--- src/rtl/mul_add_flow_ctrl.sv ---
// Valid/ready shell around a fixed-latency, non-stallable multiply-add pipeline.
// Optional statistics counters are enabled with `define MUL_ADD_FLOW_STATS_EN.
module mul_add_flow_ctrl #(
  parameter int LATENCY = 3,
  parameter int DEPTH   = 4
) (
  input  logic        clk,
  input  logic        rst,
  input  logic        in_valid,
  output logic        in_ready,
  input  logic [31:0] in_x,
  input  logic [31:0] in_y,
  input  logic [31:0] in_z,
  output logic [31:0] pipe_x,
  output logic [31:0] pipe_y,
  output logic [31:0] pipe_z,
  input  logic [31:0] pipe_out,
  output logic        out_valid,
  input  logic        out_ready,
  output logic [31:0] out_data
`ifdef MUL_ADD_FLOW_STATS_EN
  ,
  output logic [31:0] stat_accepted,
  output logic [31:0] stat_popped,
  output logic [31:0] stat_stall
`endif
);

  localparam int AW = $clog2(DEPTH);
  localparam int RW = $clog2(DEPTH + 1);
  localparam logic [RW-1:0] RESV_MAX = RW'(DEPTH);
  localparam logic [RW-1:0] RESV_ONE = RW'(1);
  localparam logic [AW:0]   PTR_ONE  = (AW + 1)'(1);

  logic [RW-1:0]      resv_q, resv_d;
  logic [LATENCY-1:0] tok_q, tok_d;
  logic [AW:0]        wr_ptr_q, wr_ptr_d;
  logic [AW:0]        rd_ptr_q, rd_ptr_d;
  logic [31:0]        mem_q [DEPTH];

  logic acc, pop, push, full, empty;

  // resv counts every op accepted but not yet popped, in flight or queued,
  // so it is the credit that keeps the FIFO from ever overflowing.
  assign in_ready = rst | (resv_q < RESV_MAX);
  assign acc      = in_valid & in_ready & ~rst;

  assign pipe_x = acc ? in_x : 32'h0;
  assign pipe_y = acc ? in_y : 32'h0;
  assign pipe_z = acc ? in_z : 32'h0;

  assign empty     = (wr_ptr_q == rd_ptr_q);
  assign full      = (wr_ptr_q[AW] != rd_ptr_q[AW]) &&
                     (wr_ptr_q[AW-1:0] == rd_ptr_q[AW-1:0]);
  assign push      = tok_q[LATENCY-1];
  assign out_valid = ~empty & ~rst;
  assign pop       = out_valid & out_ready;
  assign out_data  = rst ? 32'h0 : mem_q[rd_ptr_q[AW-1:0]];

  always_comb begin
    resv_d   = resv_q;
    wr_ptr_d = wr_ptr_q;
    rd_ptr_d = rd_ptr_q;
    tok_d    = '0;
    if (acc && !pop)      resv_d = resv_q + RESV_ONE;
    else if (!acc && pop) resv_d = resv_q - RESV_ONE;
    if (push) wr_ptr_d = wr_ptr_q + PTR_ONE;
    if (pop)  rd_ptr_d = rd_ptr_q + PTR_ONE;
    tok_d[0] = acc;
    for (int i = 1; i < LATENCY; i++) tok_d[i] = tok_q[i-1];
  end

  always_ff @(posedge clk) begin
    if (rst) begin
      resv_q   <= '0;
      tok_q    <= '0;
      wr_ptr_q <= '0;
      rd_ptr_q <= '0;
      for (int i = 0; i < DEPTH; i++) mem_q[i] <= 32'h0;
    end else begin
      resv_q   <= resv_d;
      tok_q    <= tok_d;
      wr_ptr_q <= wr_ptr_d;
      rd_ptr_q <= rd_ptr_d;
      if (push) mem_q[wr_ptr_q[AW-1:0]] <= pipe_out;
    end
  end

  always_ff @(posedge clk) begin
    if (!rst) assert (!(push && full && !pop));
  end

`ifdef MUL_ADD_FLOW_STATS_EN
  logic [31:0] st_acc_q, st_pop_q, st_stall_q;

  always_ff @(posedge clk) begin
    if (rst) begin
      st_acc_q   <= 32'h0;
      st_pop_q   <= 32'h0;
      st_stall_q <= 32'h0;
    end else begin
      if (acc)                  st_acc_q   <= st_acc_q + 32'd1;
      if (pop)                  st_pop_q   <= st_pop_q + 32'd1;
      if (in_valid && !in_ready) st_stall_q <= st_stall_q + 32'd1;
    end
  end

  assign stat_accepted = rst ? 32'h0 : st_acc_q;
  assign stat_popped   = rst ? 32'h0 : st_pop_q;
  assign stat_stall    = rst ? 32'h0 : st_stall_q;
`endif

endmodule
--- config.mk ---
export PLATFORM = sky130hd
export DESIGN_NAME = mul_add_flow_ctrl
export DESIGN_NICKNAME = d
export VERILOG_FILES = /design/src/rtl/mul_add_flow_ctrl.sv
export SDC_FILE = /design/constraint.sdc
export NUM_CORES = 1
export LEC_CHECK = 0
export ABC_AREA = 1
export ABC_CLOCK_PERIOD_IN_PS = 3200
export CORE_MARGIN = 5
export CORE_UTILIZATION = 33
export DETAILED_ROUTE_END_ITERATION = 16
export PLACE_DENSITY_LB_ADDON = 0.3
export SKIP_LAST_GASP = 1
export SLEW_MARGIN = 20
export SYNTH_ARGS = -nofsm -noshare
export SYNTH_HDL_FRONTEND = slang
export SYNTH_SLANG_ARGS = --single-unit
--- constraint.sdc ---
create_clock -name clk -period 3.2 [get_ports clk]
set_clock_uncertainty 0.2 [all_clocks]
set_input_delay 0.64 -clock clk [delete_from_list [all_inputs] [get_ports clk]]
set_output_delay 0.64 -clock clk [all_outputs]
set_load 0.03 [all_outputs]
==> results.md <==
- Most frequent cells in the layout: 361 x nor2_1, 143 x inv_1, 131 x clkdlybuf4s50_1
- Max clock buf depth: 2
- Worst-margin pin slew: 579 ps
- Initial antenna violation count: 1
- Max Used Layer: met5
- Synth area leader: edfxtp_1
- Root buffer cell: clkbuf_16
- Post-CTS Setup Inserts: 0
- Detailed-route via count: 6190
- Min-delay src: tok_q[1]$_SDFF_PP0_
- DIE HEIGHT: 157 um
- Critical R2R Capture: resv_q[2]$_SDFFE_PP0P_
- Initial drt markers: 332
- IO Pins: 262
- Power Density: 503 nW/um^2
- Fillcell total: 1956
- Die width: 157 um
- GPL Wtd Cong: 0.838
- Final slew viol count: 0
- Worst slew margin: 61.4%
- Starting Density: 33.7%
- Yosys cell types: 28
- DRC Markers: 0
- Total track usage: 18.3%
- Clock transition at path regs: 60 ps
- Worst R2R Path Depth: 12
- Met3 wire len: 2.21 mm
- Multi-input gate area: 2180 um^2
- First-pass GRT wire length: 34.4 mm
- # hold bufs at CTS: 0
- Crit path max fanout: 5
- Layout Area Growth over Synthesis: 52.8%
- Post-Syn Area: 7130 um^2
- DP Wirelength: 16.7 mm
- Final Hold Fails: 0
- Post-DR wirelength/cell: 16.6 um
- Synth Area per Inst: 8.43 um^2
- Commonest non-fill, non-tap cell in the layout: nor2_1
- Post-synth top area share: 53.9%
- Fmax: 335 MHz
- Largest cells by area after synthesis: edfxtp_1 54%, nor2_1 19%, inv_1 7.5%
- CP Class: reg -> out
- Synth warnings: 0
- TritonCTS buffer count: 17
- R2R setup slack: 980 ps
- Largest net degree at the start of global routing: 65
- Final setup viols: 0
- Setup_tns: 0 ps
- Hold WC Path Type: reg -> reg
- N_diodes: 0
- Crit. End Element: output pin
- Min cycle time layout: 2990 ps
- Clk_lat worst skew: 410 ps
- Syn Nets: 982
- H-tree depth: 4
- R2R Path Start: wr_ptr_q[1]$_SDFFE_PP0P_
- Final wirelength: 22.9 mm
- DR WL met2: 11.9 mm
- ANT nets after route: 0
- Post-route cell area: 10900 um^2
- Max-Cap Viols: 0
- Max VDD drop: 333 uV
- Tot Pwr: 5.48 mW
- Core box area: 21200 um^2
- Outcome: completed
- Seq/Total Area, Yosys: 57.8%
- # clock sinks: 142
- WL met1: 8.24 mm
- First-pass DRT Iterations: 4
- Leak Pwr: 4.94 nW
- Tcrit/Tclk final: 93.3%
- I/O Buffers: 261
- Dpl cell area: 10300 um^2
- GRT Residual Overflow: 0
- Worst Setup Start Kind: flip-flop
- RSZ-0062 raised after global routing: no
- Final Net Count: 1234
- Mapped Cells: 846
- Crit path DAT: 2150 ps
- Vias in the first global route: 6304
- PostCTS Resize Cnt: 0
- Sequential cell area: 4130 um^2
- FP Rows: 53
- CP required: 2360 ps
- CTS tree: built
- Share of layout cells above drive strength 1: 17.7%
- DR vias/cell: 4.47
- Hold Path End: tok_q[2]$_SDFF_PP0_
- Die Area: 24700 um^2
- Core Util, Final: 51.5%
- Hold depth: 2
- Synthesis-stage register bit count: 142
==> routing by layer <==
metal  up-vias  global-route usage, %
met2       219                   32.9
met3        28                   7.12
li1       3121                      -
met5         -                      0
met4         2                   6.10
met1      2820                   19.7
==> state kept, by name (all words and copies together) (netlist names), named ones only <==
register,flops
rd_ptr_q,3
resv_q,3
mem_q,128
wr_ptr_q,3
tok_q,3
==> worst max-delay path, stage by stage, from the launching register on <==
cell and delay (ps):
dfxtp_1 490, inv_2 100, nand2_1 80, nand2_1 70
a31oi_1 260, clkdlybuf4s50_1 750
==> area by class of cell <==
class                      count  area share (%)
sequential                   142            37.9
inverter                     148            5.12
clock inverter                12            1.26
tap                          275            3.16
clock buffer                  20            4.01
multi-input combinational    509            20.0
timing repair buffer         280            28.6
==> logic make-up after synthesis <==
kind of cell	after synthesis	synth area share, %
AND/OR/NAND/NOR	397	21.8
XOR/XNOR	2	0.246
buffers and inverters	195	11.8
adder cells (fa/ha/maj)	4	0.807
flip-flops	142	57.8
AO/OA/AOI/OAI	106	7.46
==> how the worst max path moves through the flow <==
stage	start	slack [ps]	to	cells past startpoint
2_1_floorplan	rst	240	mem_q[3][0]$_DFFE_PP_	5
3_3_place_gp	in_valid	370	resv_q[2]$_SDFFE_PP0P_	12
3_5_place_dp	in_valid	390	resv_q[2]$_SDFFE_PP0P_	12
4_1_cts	wr_ptr_q[1]$_SDFFE_PP0P_	180	out_valid	5
5_1_grt	wr_ptr_q[0]$_SDFFE_PP0P_	60	out_valid	5
6_report	wr_ptr_q[1]$_SDFFE_PP0P_	210	out_valid	5
==> through the flow <==
step | instances | setup WS (ps) | hold WS, ps
final | 1386 | 213 | 215
after global routing | 1386 | 61.2 | 235
after CTS | 1386 | 178 | 216
after detailed placement | 1354 | 394 | 206
after global placement | 1354 | 373 | 195
after floorplan | 846 | 243 | 188
==> synthesized netlist by cell type, drive strengths merged <==
master / instances
a21oi: 37
a31oi: 1
buf: 35
clkbuf: 12
dfxtp: 14
edfxtp: 128
fa: 1
ha: 3
inv: 148
nand2: 25
nand3: 6
nand4: 1
nor2: 365
o21ai: 68
xnor2: 1
xor2: 1
==> report_power, final <==
group          switching [mW]  internal (mW)  total [mW]  leakage, nW
logic                   0.817          0.600        1.42         3.23
registers              0.0428           2.11        2.15         1.44
clock network           0.759           1.15        1.91        0.275
(Power assumes the default switching activity.)
